File: src/rtl/config_matrix_mult_engine.sv
// Runtime-configurable C = A x B engine with signed/unsigned operands, transposed-B addressing,
// optional output saturation and a valid/ready result stream emitted in row-major order.
module config_matrix_mult_engine #(
    parameter int MAX_M      = 4,
    parameter int MAX_N      = 4,
    parameter int MAX_P      = 4,
    parameter int DATA_WIDTH = 8,
    parameter int OUT_WIDTH  = 16,
    parameter int SATURATE   = 1
) (
    input  logic                              clk,
    input  logic                              rst,
    input  logic                              start,
    input  logic [$clog2(MAX_M+1)-1:0]        m_cfg,
    input  logic [$clog2(MAX_N+1)-1:0]        n_cfg,
    input  logic [$clog2(MAX_P+1)-1:0]        p_cfg,
    input  logic                              signed_md,
    input  logic                              trans_b,
    input  logic [DATA_WIDTH-1:0]             a_in,
    input  logic [$clog2(MAX_M*MAX_N)-1:0]    a_addr,
    input  logic                              a_wen,
    input  logic [DATA_WIDTH-1:0]             b_in,
    input  logic [$clog2(MAX_N*MAX_P)-1:0]    b_addr,
    input  logic                              b_wen,
    output logic [OUT_WIDTH-1:0]              c_out,
    output logic [$clog2(MAX_M)-1:0]          c_row,
    output logic [$clog2(MAX_P)-1:0]          c_col,
    output logic                              c_valid,
    input  logic                              c_ready,
    output logic                              busy,
    output logic                              done,
    output logic                              err
);

    localparam int MW    = $clog2(MAX_M+1);
    localparam int NW    = $clog2(MAX_N+1);
    localparam int PW    = $clog2(MAX_P+1);
    localparam int RW    = $clog2(MAX_M);
    localparam int CW    = $clog2(MAX_P);
    localparam int KW    = $clog2(MAX_N);
    localparam int AAW   = $clog2(MAX_M*MAX_N);
    localparam int BAW   = $clog2(MAX_N*MAX_P);
    localparam int ACC_W = 2*DATA_WIDTH + $clog2(MAX_N) + 1;
    localparam int XW    = ACC_W + OUT_WIDTH + 1;

    typedef enum logic [1:0] {
        S_IDLE = 2'd0,
        S_MAC  = 2'd1,
        S_OUT  = 2'd2,
        S_DONE = 2'd3
    } state_t;

    state_t r_state;
    state_t w_state_nxt;

    logic [DATA_WIDTH-1:0] r_a_bank [MAX_M*MAX_N];
    logic [DATA_WIDTH-1:0] r_b_bank [MAX_N*MAX_P];

    logic [MW-1:0]    r_m;
    logic [NW-1:0]    r_n;
    logic [PW-1:0]    r_p;
    logic             r_sgn;
    logic             r_trans;
    logic [RW-1:0]    r_r;
    logic [CW-1:0]    r_c;
    logic [KW-1:0]    r_k;
    logic [ACC_W-1:0] r_acc;

    logic             w_legal;
    logic             w_k_last;
    logic             w_c_last;
    logic             w_last_elem;
    logic             w_hs;
    logic [AAW-1:0]   w_a_idx;
    logic [BAW-1:0]   w_b_idx;
    logic [DATA_WIDTH-1:0] w_a_val;
    logic [DATA_WIDTH-1:0] w_b_val;
    logic [ACC_W-1:0] w_a_ext;
    logic [ACC_W-1:0] w_b_ext;
    logic [ACC_W-1:0] w_prod;
    logic [ACC_W-1:0] w_acc_sum;

    // Clamp (or truncate) the accumulator to the output width, honouring the operand signedness.
    function automatic logic [OUT_WIDTH-1:0] f_result(input logic [ACC_W-1:0] acc, input logic sgn);
        logic signed [XW-1:0] v_s;
        logic signed [XW-1:0] hi_s;
        logic signed [XW-1:0] lo_s;
        v_s  = {{(XW-ACC_W){sgn & acc[ACC_W-1]}}, acc};
        hi_s = sgn ? (XW'(1'b1) << (OUT_WIDTH-1)) - XW'(1'b1) : (XW'(1'b1) << OUT_WIDTH) - XW'(1'b1);
        lo_s = sgn ? -(XW'(1'b1) << (OUT_WIDTH-1)) : '0;
        if (SATURATE == 0) begin
            f_result = v_s[OUT_WIDTH-1:0];
        end else if (v_s > hi_s) begin
            f_result = hi_s[OUT_WIDTH-1:0];
        end else if (v_s < lo_s) begin
            f_result = lo_s[OUT_WIDTH-1:0];
        end else begin
            f_result = v_s[OUT_WIDTH-1:0];
        end
    endfunction

    assign w_legal = (m_cfg != '0) && (n_cfg != '0) && (p_cfg != '0) &&
                     (m_cfg <= MW'(MAX_M)) && (n_cfg <= NW'(MAX_N)) && (p_cfg <= PW'(MAX_P));

    assign w_k_last    = (r_k == KW'(r_n - NW'(1'b1)));
    assign w_c_last    = (r_c == CW'(r_p - PW'(1'b1)));
    assign w_last_elem = w_c_last && (r_r == RW'(r_m - MW'(1'b1)));
    assign w_hs        = c_valid && c_ready;

    // Operand addresses use the runtime stride, so a smaller matrix packs densely from address 0.
    assign w_a_idx = AAW'(int'(r_r) * int'(r_n) + int'(r_k));
    assign w_b_idx = r_trans ? BAW'(int'(r_c) * int'(r_n) + int'(r_k))
                             : BAW'(int'(r_k) * int'(r_p) + int'(r_c));

    assign w_a_val   = r_a_bank[w_a_idx];
    assign w_b_val   = r_b_bank[w_b_idx];
    assign w_a_ext   = {{(ACC_W-DATA_WIDTH){r_sgn & w_a_val[DATA_WIDTH-1]}}, w_a_val};
    assign w_b_ext   = {{(ACC_W-DATA_WIDTH){r_sgn & w_b_val[DATA_WIDTH-1]}}, w_b_val};
    assign w_prod    = w_a_ext * w_b_ext;
    assign w_acc_sum = r_acc + w_prod;

    // Operand banks: host writes land only while idle; contents survive reset.
    always_ff @(posedge clk) begin
        if (a_wen && (r_state == S_IDLE)) begin
            r_a_bank[a_addr] <= a_in;
        end
        if (b_wen && (r_state == S_IDLE)) begin
            r_b_bank[b_addr] <= b_in;
        end
    end

    // State register.
    always_ff @(posedge clk) begin
        if (rst) begin
            r_state <= S_IDLE;
        end else begin
            r_state <= w_state_nxt;
        end
    end

    // Next-state decode.
    always_comb begin
        w_state_nxt = r_state;
        case (r_state)
            S_IDLE: begin
                if (start && w_legal) begin
                    w_state_nxt = S_MAC;
                end else begin
                    w_state_nxt = S_IDLE;
                end
            end
            S_MAC: begin
                if (w_k_last) begin
                    w_state_nxt = S_OUT;
                end else begin
                    w_state_nxt = S_MAC;
                end
            end
            S_OUT: begin
                if (w_hs && w_last_elem) begin
                    w_state_nxt = S_DONE;
                end else if (w_hs) begin
                    w_state_nxt = S_MAC;
                end else begin
                    w_state_nxt = S_OUT;
                end
            end
            S_DONE:  w_state_nxt = S_IDLE;
            default: w_state_nxt = S_IDLE;
        endcase
    end

    // Datapath: config latch, index counters, accumulator and registered stream outputs.
    always_ff @(posedge clk) begin
        if (rst) begin
            r_m     <= '0;
            r_n     <= '0;
            r_p     <= '0;
            r_sgn   <= 1'b0;
            r_trans <= 1'b0;
            r_r     <= '0;
            r_c     <= '0;
            r_k     <= '0;
            r_acc   <= '0;
            c_out   <= '0;
            c_row   <= '0;
            c_col   <= '0;
            c_valid <= 1'b0;
            busy    <= 1'b0;
            done    <= 1'b0;
            err     <= 1'b0;
        end else begin
            done <= 1'b0;
            err  <= 1'b0;
            busy <= (w_state_nxt != S_IDLE);
            case (r_state)
                S_IDLE: begin
                    if (start && w_legal) begin
                        r_m     <= m_cfg;
                        r_n     <= n_cfg;
                        r_p     <= p_cfg;
                        r_sgn   <= signed_md;
                        r_trans <= trans_b;
                        r_r     <= '0;
                        r_c     <= '0;
                        r_k     <= '0;
                        r_acc   <= '0;
                    end else if (start) begin
                        err <= 1'b1;
                    end
                end
                S_MAC: begin
                    r_acc <= w_acc_sum;
                    r_k   <= r_k + 1'b1;
                    if (w_k_last) begin
                        c_out   <= f_result(w_acc_sum, r_sgn);
                        c_row   <= r_r;
                        c_col   <= r_c;
                        c_valid <= 1'b1;
                    end
                end
                S_OUT: begin
                    if (w_hs) begin
                        c_valid <= 1'b0;
                        r_acc   <= '0;
                        r_k     <= '0;
                        if (w_last_elem) begin
                            done <= 1'b1;
                        end else if (w_c_last) begin
                            r_c <= '0;
                            r_r <= r_r + 1'b1;
                        end else begin
                            r_c <= r_c + 1'b1;
                        end
                    end
                end
                S_DONE: begin
                    c_valid <= 1'b0;
                end
                default: begin
                    c_valid <= 1'b0;
                end
            endcase
        end
    end

endmodule

File: config.mk
export PLATFORM = sky130hd
export DESIGN_NAME = config_matrix_mult_engine
export DESIGN_NICKNAME = d
export VERILOG_FILES = /design/src/rtl/config_matrix_mult_engine.sv
export SDC_FILE = /design/constraint.sdc
export NUM_CORES = 1
export LEC_CHECK = 0
export CELL_PAD_IN_SITES_DETAIL_PLACEMENT = 0
export CELL_PAD_IN_SITES_GLOBAL_PLACEMENT = 2
export CORE_ASPECT_RATIO = 1.25
export CORE_MARGIN = 2
export CORE_UTILIZATION = 30
export CTS_CLUSTER_DIAMETER = 30
export DETAILED_ROUTE_END_ITERATION = 8
export DONT_BUFFER_PORTS = 1
export GPL_TIMING_DRIVEN = 0
export PLACE_DENSITY_LB_ADDON = 0.1
export SYNTH_ARGS = -nofsm -noshare
export SYNTH_HDL_FRONTEND = slang
export SYNTH_SLANG_ARGS = --single-unit
File: constraint.sdc
create_clock -name clk -period 18 [get_ports clk]
set_input_delay 0.9 -clock clk [delete_from_list [all_inputs] [get_ports clk]]
set_output_delay 0.9 -clock clk [all_outputs]
set_load 0.05 [all_outputs]
==> results list, run 1 <==
* Number of global-route vias before repair: ~11000
- Setup slack closes at 5170 ps.
* Pwr/cell area: approximately 140 nW/um^2
* Net count after synthesis: 1410
- The setup path with the least slack is of type reg2reg.
- The first detailed-routing pass ran for 4 iterations.
- Height of the die: 268 microns
* Switching power: 0.000821 W
* Count of clock tree sinks: 317
- The finished layout holds 2090 standard cells, fillers aside.
- Yosys mapped a number of flops with a built-in enable equal to 256.
- DRC violation total after the first TritonRoute iteration: slightly above 500
- Summed over all failing endpoints, the final setup total negative slack is 0 ps.
- At the end of routability-driven placement, the weighted congestion stood at 0.738.
- After synthesis the cells add up to 16800 sq um.
- Arrival time reported for the critical path endpoint: 13340 ps
* Worst setup slack after placement: 4950 ps
- Number of max-cap violations: 0
- Entering global routing, the biggest net connects 17 pins.
- Filler cell count: 5281
- Number of warnings reported in the yosys synthesis log: 0
- In the final layout, the multi-input gates occupy 7370 sq um.
* Avg Vias per Cell: between 4 and 5
- Proportion of register bits with asynchronous set or reset after synthesis: 0
- Kind of launch point of the worst setup path: flip-flop
* Initial standard-cell utilization of the core: 0.304
- The number of antenna violations at the first check in global routing is 0.
- Register bit count reported by yosys: around 320
- Of the total power, the clock network draws 0.492.
- Setup violations remaining at the end of the flow were counted as 0.
- Worst-case clock skew: 48.4 ps
- The flow ran to the end, and the final reports show no timing, DRC or antenna violations.
- Buffers on Ports: 0
* Critical Path RT: 18520 ps
* Normalized max-slew margin: 0.106
- PnR Total Power: approximately 0.0028 W
- Delay of the slowest cell on the worst path: 1040 ps
- For this run, the total global-route usage over all layers was measured as 0.150.
- Cell class contributing the biggest share of worst-path delay: adder cells
- Number of gates given a new drive strength after cts: 0
- Critical path fanouts, max: 10
- Of the total power, registers draw 0.292.
* Rows: 96
- After clock tree synthesis, the clock-pin slew on the worst setup and hold paths is 40 ps.
- Along the worst hold path, the cell count comes to 0.
- Transition time at the pin with the least slew margin: ~1300 ps
- Die Area: 57900 sq um
- Most frequent standard cell in the layout excluding fill and tap cells: sky130_fd_sc_hd__edfxtp_1
- Derived from the worst setup path, the maximum achievable clock frequency is about 0.078 GHz.
* Post-CTS Setup Bufs: 0
* Clock latency on the worst-skew pair: 610 ps
- Number of buffers inserted by hold repair at cts: 0
- The critical path crosses 42 cells after its start point.
- Fraction of power consumed by combinational cells: 0.216
- Of the available clock period, the critical path in the final layout requires 0.713.
- Worst vdd ir: between 70 and 80 uV
- The clock period could shrink to 12830 ps.
- The path class of the tightest hold or removal check is in2reg.
- For this run the aggregate overflow at the end of global routing stands at 0.
- Counting every instance in the synthesized netlist gives 1220.
- Summing over every cut layer, the via total after detailed routing is 9786.
- In the synthesized netlist the dominant register cell turns out to be sky130_fd_sc_hd__edfxtp_1.
* Max Buffers Root-to-Sink: 3
* DRC violations left: 0
* Average wire per standard cell: 20.2 microns
* CTS buffer count: between 70 and 80
- Post-synthesis cell type count: 60
- The HPWL after detailed placement is 30900 microns.
* Crit path capture type: flip-flop
- Placed instance count: 1956
* Unrepaired setup endpoints after global routing: no
- X dimension of the die: 216 microns
- The core region is 55100 sq um.
- Seq. cell area: around 8900 sq um
- Internal Dissipation: 0.00196 W
- Once detail routing completed, the nets flagged for antenna violations numbered 0.
- Fraction of final layout cells sized beyond drive strength 1: 0.168
- The tree is rooted in a sky130_fd_sc_hd__clkbuf_16.
- The area growth from synthesis to layout is 21.2%.
- Max-slew violation total from the final report: 0
* Final Hold Fails: 0
- On the critical path, the stage with the largest delay is an instance of sky130_fd_sc_hd__a21oi_1.
- CTS tree: yes
- The first global-routing pass estimated 65100 microns of wire.
- Portion of the post-synthesis area used by sequential elements: 0.531
* Antenna diode count: 0
* Number of buffer and inverter stages on the critical path: 9
- Leakage Power: about 7.4 nW
- In the layout the commonest cells are sky130_fd_sc_hd__edfxtp_1 (256), sky130_fd_sc_hd__nor2_1 (110), sky130_fd_sc_hd__inv_1 (101), sky130_fd_sc_hd__nand2_1 (91), sky130_fd_sc_hd__fa_1 (78).
* Final layout net count: 1487
* FF-to-FF path depth: 42
* Overall routed net length: 42100 microns
* Sw Ratio: 0.295
* Count of H-tree levels built during CTS: 3
* Post-synthesis average cell area: 13.8 sq um
* Number of top-level pins: 65
[per-stage QoR]
stage	instance area, sq um	hold slack [ps]	utilization
6_report	20300	384	0.369
5_1_grt	20300	352	0.369
4_1_cts	20300	353	0.369
3_5_place_dp	17700	502	0.322
3_3_place_gp	17700	495	0.321
2_1_floorplan	16800	472	-
[power by group through the flow]
stage / Clock (W) / Combinational (W) / Sequential (W)
after floorplan: 0 / 0.000429 / 0.000825
after global placement: 0 / 0.000625 / 0.000827
after detailed placement: 0 / 0.000616 / 0.000827
after CTS: 0.00139 / 0.000621 / 0.000814
after global routing: 0.00143 / 0.000683 / 0.000815
final: 0.00137 / 0.000601 / 0.000814
[path summary, 6_finish.rpt]
check             from         endpoint  slack [ps]
max             r_c[1]        c_out[12]        5170
max reg2reg     r_c[1]        c_out[12]        5170
min            b_in[4]  r_b_bank[11][4]         380
min reg2reg  r_acc[17]        r_acc[17]         510
[area by class of cell]
type,instances,area share
timing repair buffer,1,0.000369
sequential,317,0.438
buffer,37,0.00781
clock inverter,50,0.0340
inverter,101,0.0186
multi-input combinational,765,0.362
tap,735,0.0452
clock buffer,84,0.0939
[state kept, by name, indices dropped and copies added (netlist names), 3 cells and up]
register,flops
r_p,3
r_a_bank,128
r_n,3
r_b_bank,128
r_acc,19
c_out,16
[worst register-to-register path, delay by kind of cell, from the launching register on]
kind / cells / cell delay, ps
compound gates: 15 / 4210
xor+xnor: 2 / 490
mux: 1 / 470
simple gates: 4 / 650
buf+inv: 9 / 1980
flops: 1 / 490
fa+ha+maj: 11 / 4450
[Yosys cell counts, types with 3 or more instances]
master	instances	share of area
sky130_fd_sc_hd__nor2b_1	14	0.0052
sky130_fd_sc_hd__mux2i_1	24	0.014
sky130_fd_sc_hd__or3_1	5	0.0019
sky130_fd_sc_hd__o21ai_1	6	0.0018
sky130_fd_sc_hd__a211oi_2	11	0.0082
sky130_fd_sc_hd__o211ai_1	4	0.0018
sky130_fd_sc_hd__nand4_1	5	0.0019
sky130_fd_sc_hd__o21ai_0	14	0.0042
sky130_fd_sc_hd__a21o_1	6	0.0027
sky130_fd_sc_hd__xnor2_1	31	0.016
sky130_fd_sc_hd__a21oi_1	43	0.013
sky130_fd_sc_hd__inv_1	101	0.023
sky130_fd_sc_hd__nand3_1	5	0.0015
sky130_fd_sc_hd__nor2_1	110	0.025
sky130_fd_sc_hd__nand2b_1	13	0.0048
sky130_fd_sc_hd__nor3_1	13	0.0039
sky130_fd_sc_hd__mux4_2	72	0.097
sky130_fd_sc_hd__buf_2	4	0.0012
sky130_fd_sc_hd__o21a_1	6	0.0027
sky130_fd_sc_hd__ha_1	71	0.053
sky130_fd_sc_hd__xor2_1	13	0.0068
sky130_fd_sc_hd__and3_1	4	0.0015
sky130_fd_sc_hd__a211oi_1	16	0.0072
sky130_fd_sc_hd__o21bai_1	4	0.0018
sky130_fd_sc_hd__nor3b_1	3	0.0013
sky130_fd_sc_hd__nand2_1	91	0.020
sky130_fd_sc_hd__edfxtp_1	256	0.46
sky130_fd_sc_hd__dfxtp_1	61	0.073
sky130_fd_sc_hd__nand3b_1	4	0.0018
sky130_fd_sc_hd__a22oi_1	19	0.0085
sky130_fd_sc_hd__and2_1	48	0.018
sky130_fd_sc_hd__a21oi_2	4	0.0021
sky130_fd_sc_hd__clkbuf_1	27	0.0060
sky130_fd_sc_hd__buf_1	3	0.00067
sky130_fd_sc_hd__fa_1	78	0.093
[per-layer routing]
layer	vias up	share of wire	global-route usage
li1	4606	-	-
met1	4983	0.43	0.179
met5	-	0	0
met3	61	0.034	0.0311
met2	136	0.52	0.271
met4	0	0.020	0.0481
[logic make-up (layout without fill, tap and decap cells)]
family,Yosys count,in the layout,synth area share
AO/OA/AOI/OAI,144,144,0.0596
adder cells (fa/ha/maj),149,149,0.146
flip-flops,317,317,0.531
buffers and inverters,138,273,0.0321
multiplexers,98,98,0.112
XOR/XNOR,46,46,0.0249
AND/OR/NAND/NOR,328,328,0.0942
No activity file was read; power rests on OpenSTA's default activity.
==> run 2: changes to the inputs <==
==> constraint.sdc (replaced) <==
create_clock -name clk -period 11.9 [get_ports clk]
set_input_delay 0.595 -clock clk [delete_from_list [all_inputs] [get_ports clk]]
set_output_delay 0.595 -clock clk [all_outputs]
set_load 0.05 [all_outputs]
==> run 2 against run 1 <==
  * Global-route usage hardly changed
  * Maximum frequency is 15% higher
  * Cell area is 0.97% higher
  * Clock skew hardly changed
  * Flip-flop and latch count stayed put
  * Critical endpoint unchanged
  * Combinational power is 52% higher
==> results list, run 2 (synthesis gave the netlist of run 1 again) <==
- Result of the run: completed
- Number of global-route vias before repair: approximately 11000
- Measured against its own limit, the worst slew margin works out to 0.213.
- For the worst setup path, the data required time is 12410 ps.
- The floorplan has 96 rows.
- Worst hold slack: between 70 and 80 ps
* Startpoint of the worst hold path: b_in[4]
* Type of the worst setup path: reg2reg
- Transition time at the pin with the least slew margin: 1180 ps
* Pwr/cell area: 205 nW/um^2
* Routability cong.: 0.738
* R2r setup slk: roughly 750 ps
* Number of buffer and inverter stages on the critical path: 8
* Largest registers: r_a_bank x128, r_b_bank x128, r_acc x19
- Number of vias in the routed layout: 9825
- Post-place instance area: between 15000 and 20000 sq um
- Initial standard-cell utilization of the core: 0.304
- DRC violations left: 0
- Leakage Power: 7.50 nW
- Delay of the slowest cell on the worst path: 550 ps
* Worst reg2reg startpoint: r_c[1]
- Critical path fanouts, max: 10
- The repair_antennas step left the layout with diodes totalling 0.
- Max-slew violation total from the final report: 0
- In the final routed layout, each cell accounts on average for roughly 20 microns.
* CTS buffer count: 74
- Number of buffers inserted by hold repair at cts: 0
* Initial antenna violation count: 0
- The detail route stage leaves a number of antenna-violating nets equal to 0.
* Height of the die: 268 microns
- Grouping stages by cell kind, the critical path spends the most delay in adder cells.
- Timing analysis after detailed placement gives a worst setup slack of -1150 ps.
- Setup total negative slack on the finished layout was measured at 0 ps.
- Worst vdd ir: 120 uV
- TritonCTS built the clock tree.
* Setup crit start: r_c[1]
* Max Buffers Root-to-Sink: 3
* Hold Path Depth: 0
* Maximum number of pins on one net before global-route repair: 17
* X dimension of the die: 216 microns
- In this run the count of I/O pins placed on the die edge is 65.
- Area Growth Syn to Fin: 22.4%
- Setup violations remaining at the end of the flow were counted as 0.
- Between clock sinks in the finished design, the worst skew comes to 48.2 ps.
* Fmax: roughly 0.090 GHz
- Number of max-cap violations: 0
- Count of H-tree levels built during CTS: 3
- At the worst endpoint, the arrival time is 11660 ps.
- CP max stage cell: sky130_fd_sc_hd__fa_1
- Kind of launch point of the worst setup path: flip-flop
- Summed over all layers, the global routing overflow is 0.
- Once detailed placement completed, the half-perimeter wirelength came to 30900 microns.
- Most frequent standard cell in the layout excluding fill and tap cells: sky130_fd_sc_hd__edfxtp_1
- Count of clock tree sinks: 317
- Unrepaired setup endpoints after global routing: no
- FF-to-FF path depth: a little over 40
* Most frequent cells in the layout: sky130_fd_sc_hd__edfxtp_1 (256), sky130_fd_sc_hd__nor2_1 (110), sky130_fd_sc_hd__inv_1 (101), sky130_fd_sc_hd__nand2_1 (90), sky130_fd_sc_hd__fa_1 (78)
* Buffers on Ports: 0
* Final core area utilization: 0.373
* Time the worst path needs with I/O delays and setup: 11150 ps
- Hold Crit Class: in2reg
- Reg-to-Reg End: c_out[12]
- Dividing the detail-routed via count by the number of cells gives 4.69.
- Number of detailed-routing iterations run before antenna repair: 4
- Wire length of the first global-routing pass: 65100 microns
- The detailed router finished its first iteration with 540 violations.
* Root Driver: sky130_fd_sc_hd__clkbuf_16
- In the final layout, the share of cells above drive strength 1 is 0.188.
* Cell area after layout: between 20000 and 25000 sq um
* Core Footprint: 55100 sq um
* Final worst-path cycle share: 0.937
- Final layout net count: 1491
* Die Area: 57900 sq um
* End point of the worst hold path: r_b_bank[11][4]
- Clock-pin slew was measured on the worst setup and hold paths at 40 ps.
- Worst Setup Slack, final: around 750 ps
- For this block, the routed nets add up to 42100 microns of wire.
- In the global route stage, overall resource usage came out at 0.150.
- Clock latency on the worst-skew pair: 610 ps
* Crit path capture type: flip-flop
* Final Hold Fails: 0
run 2: how the worst max path moves through the flow:
stage,endpoint,cells after the start
6_report,c_out[12],41
5_1_grt,c_out[12],41
4_1_cts,c_out[12],42
3_5_place_dp,c_out[12],42
3_3_place_gp,c_out[10],42
2_1_floorplan,c_out[11],42
run 2: repair_timing:
| item | 4_1_cts | 5_1_grt |
|---|---|---|
| gates resized for setup | 20 | 20 |
| setup buffers | 0 | 7 |
| pin swaps | 0 | 2 |
| hold endpoints to repair | 0 | 0 |
| endpoints found under the setup margin | 16 | 16 |
run 2: through the flow:
step / std cells / total power [W]
after floorplan: 1220 / 0.00190
after global placement: 1955 / 0.00220
after detailed placement: 1956 / 0.00218
after CTS: 2089 / 0.00428
after global routing: 2094 / 0.00444
final: 2094 / 0.00422
run 2: area by class of cell:
class / instances / area, sq um
multi-input combinational: 765 / 7490
inverter: 101 / 379
fill: 5265 / 34600
clock inverter: 50 / 691
clock buffer: 84 / 1910
sequential: 317 / 8910
tap: 735 / 920
timing repair buffer: 8 / 72.6
buffer: 34 / 170
run 2: report_power, final:
group	internal, W	leakage, nW	switching, W
Sequential	0.00122	2.80	0.0000105
Clock	0.00142	1.24	0.000651
Combinational	0.000335	3.45	0.000580
run 2: routing by layer:
| layer | global-route usage | vias up | wire length (microns) |
|---|---|---|---|
| met4 | 0.0475 | 0 | 837 |
| met3 | 0.0317 | 58 | 1300 |
| met2 | 0.271 | 140 | 22000 |
| met1 | 0.179 | 5019 | 18000 |
| met5 | 0 | - | 0 |
| li1 | - | 4608 | - |
==> run 3: changes to the inputs <==
--- a/config.mk
+++ b/config.mk
@@ -7,7 +7,6 @@
 export LEC_CHECK = 0
 export CELL_PAD_IN_SITES_DETAIL_PLACEMENT = 0
 export CELL_PAD_IN_SITES_GLOBAL_PLACEMENT = 2
-export CORE_ASPECT_RATIO = 1.25
 export CORE_MARGIN = 2
 export CORE_UTILIZATION = 30
 export CTS_CLUSTER_DIAMETER = 30
==> run 3 against run 2 <==
  * Count of clock-buffer cells in the layout grew 6
  * Clock skew down 18 ps
  * Maximum frequency is 0.61% higher
  * Sequential share of layout area barely moved
  * Non-clock buffer count is 2 lower
  * Sequential power barely moved
  * Worst hold slack worse by 0.93 ps
  * Critical path depth up 2
  * Largest cell class unchanged
==> results list, run 3 (synthesis gave the netlist of run 1 again) <==
- Result of the run: completed
* Worst setup slack after placement: -1040 ps
- Kind of launch point of the worst setup path: flip-flop
- GR Overflow Total: 0
- Most frequent cells in the layout: sky130_fd_sc_hd__edfxtp_1 (256), sky130_fd_sc_hd__nor2_1 (110), sky130_fd_sc_hd__inv_1 (101), sky130_fd_sc_hd__nand2_1 (90), sky130_fd_sc_hd__fa_1 (78)
* Fraction of power consumed by combinational cells: 0.214
- Critical Path RT: 12410 ps
- Proportion of power drawn by flip-flops and latches: 0.294
- The repair_antennas step left the layout with diodes totalling 0.
- Entering global routing, the biggest net connects 17 pins.
- Worst vdd ir: between 100 and 150 uV
* Clk pwr share: 0.492
- Placed instance count: 1968
- Post-Layout Cell Count: 2110
- The count of buffers added on input and output ports is 0.
* Average wire per standard cell: approximately 20 microns
* Fraction of final layout cells sized beyond drive strength 1: 0.187
* Worst-case clock skew: 30.2 ps
- Max-slew violation total from the final report: 0
* Largest registers: r_a_bank x128, r_b_bank x128, r_acc x19
- Half-perimeter wire length after detailed placement: 30300 microns
* Total global-route track usage: 0.153
* Final Hold Fails: 0
- CTS tree: yes
- Remaining antenna violation count: 0
* FF-to-FF path depth: 43
- Final layout net count: 1491
- The core region is 55200 sq um.
* Number of global-route vias before repair: 10700
* Pwr/cell area: 204 nW/um^2
- At the end of routability-driven placement, the weighted congestion stood at 0.715.
- Final worst-path cycle share: 0.931
- Filler cell count: 5306
- The routed design has 41900 microns of wire.
- Transition time at the pin with the least slew margin: 1290 ps
* Most frequent standard cell in the layout excluding fill and tap cells: sky130_fd_sc_hd__edfxtp_1
- Hold repair after CTS inserted 0 buffers.
- In this design, the stage delay of the slowest critical-path cell is ~550 ps.
- In the global route stage, met3 resource usage came out at 0.0348.
* Number of top-level pins: 65
* X dimension of the die: 241 microns
- Height of the die: 241 microns
* Wire length of the first global-routing pass: 65500 microns
- The number of clock buffers added by TritonCTS is 76.
- Initial standard-cell utilization of the core: 0.304
- Post-CTS clock slew at the launch and capture registers of the worst setup and hold paths: around 50 ps
- Of the total power, the share spent switching nets is 0.294.
* CP max stage cell: sky130_fd_sc_hd__fa_1
* Fmax: 0.0902 GHz
- Count of clock tree sinks: 317
- Hold Crit Class: in2reg
* Initial antenna violation count: 0
- Critical path fanouts, max: 10
- Number of detailed-routing iterations run before antenna repair: 4
* Worst Setup Slack, final: approximately 820 ps
* Clock latency on the worst-skew pair: 610 ps
* Root Driver: sky130_fd_sc_hd__clkbuf_16
* DRC violation total after the first TritonRoute iteration: 420
- Die Area: 57800 sq um
- Data on the critical path arrives at its endpoint at 11590 ps.
- The setup path with the least slack is of type reg2reg.
- Hold Path Depth: 0
* Internal Dissipation: 0.00296 W
* Most heavily used metal layer in global routing: met2
- The worst register-to-register path has a setup slack of around 800 ps.
- Dividing the detail-routed via count by the number of cells gives 4.64.
- Setup violations remaining at the end of the flow were counted as 0.
* Met2 usage in global routing: 0.253
- Count of H-tree levels built during CTS: 3
- The area growth from synthesis to layout is 22.4%.
* Number of max-cap violations: 0
* Max Buffers Root-to-Sink: 3
- Switching power: approximately 0.0012 W
- Number of vias in the routed layout: between 9000 and 10000
* Time the worst path needs with I/O delays and setup: 11080 ps
- Leakage Power: 7.48 nW
- DRC violations left: 0
* M1 GR Usage: 0.196
- Rows: 86
- Unrepaired setup endpoints after global routing: no
- Normalized max-slew margin: 0.132
- Crit path capture type: flip-flop
[run 3: through the flow]
| step | power, W | hold slack (ps) | utilization | setup TNS (ps) | area [sq um] |
|---|---|---|---|---|---|
| final | 0.00420 | 78.4 | 0.372 | 0 | 20500 |
| after global routing | 0.00444 | 34.6 | 0.372 | 0 | 20500 |
| after CTS | 0.00426 | 30.9 | 0.370 | 0 | 20400 |
| after detailed placement | 0.00216 | 496 | 0.321 | -14060 | 17700 |
| after floorplan | 0.00190 | 472 | - | 0 | 16800 |
| after global placement | 0.00218 | 494 | 0.321 | -14970 | 17700 |
[run 3: worst max-delay path, delay by kind of cell (launching register included)]
family,cells,cell delay [ps]
AND/OR/NAND/NOR,4,600
adder cells (fa/ha/maj),11,4640
AO/OA/AOI/OAI,14,2920
flip-flops,1,480
buffers and inverters,11,1540
XOR/XNOR,2,490
multiplexers,1,290
[run 3: timing repair]
item | 4_1_cts | 5_1_grt
endpoints found under the setup margin | 16 | 16
gates cloned | 0 | 0
pin swaps | 0 | 1
setup buffers | 0 | 4
gates resized for setup | 17 | 30
[run 3: worst paths after layout]
check	startpoint	endpoint
worst max register to register	r_c[1]	c_out[12]
worst min register to register	r_acc[17]	r_acc[17]
worst min-delay path	a_in[5]	r_a_bank[9][5]
worst max-delay path	r_c[1]	c_out[12]
[run 3: power groups by stage]
stage | clock [W] | sequential (W) | combinational (W)
final | 0.00207 | 0.00123 | 0.000899
after global routing | 0.00217 | 0.00123 | 0.00103
after CTS | 0.00211 | 0.00123 | 0.000922
after detailed placement | 0 | 0.00125 | 0.000911
after global placement | 0 | 0.00125 | 0.000925
after floorplan | 0 | 0.00125 | 0.000649
[run 3: metal layers]
layer | routed length, microns | up-vias
li1 | - | 4619
met1 | 19000 | 4924
met2 | 20100 | 163
met3 | 1580 | 81
met4 | 1210 | 0
met5 | 0 | -
[run 3: area by class of cell]
cell class                 instances  area [sq um]  area share
sequential                       317          8910       0.434
tap                              748           936      0.0456
clock buffer                      90          2010      0.0977
inverter                         101           379      0.0185
timing repair buffer               5          37.5     0.00183
buffer                            35           178     0.00865
multi-input combinational        765          7470       0.364
clock inverter                    49           618      0.0301
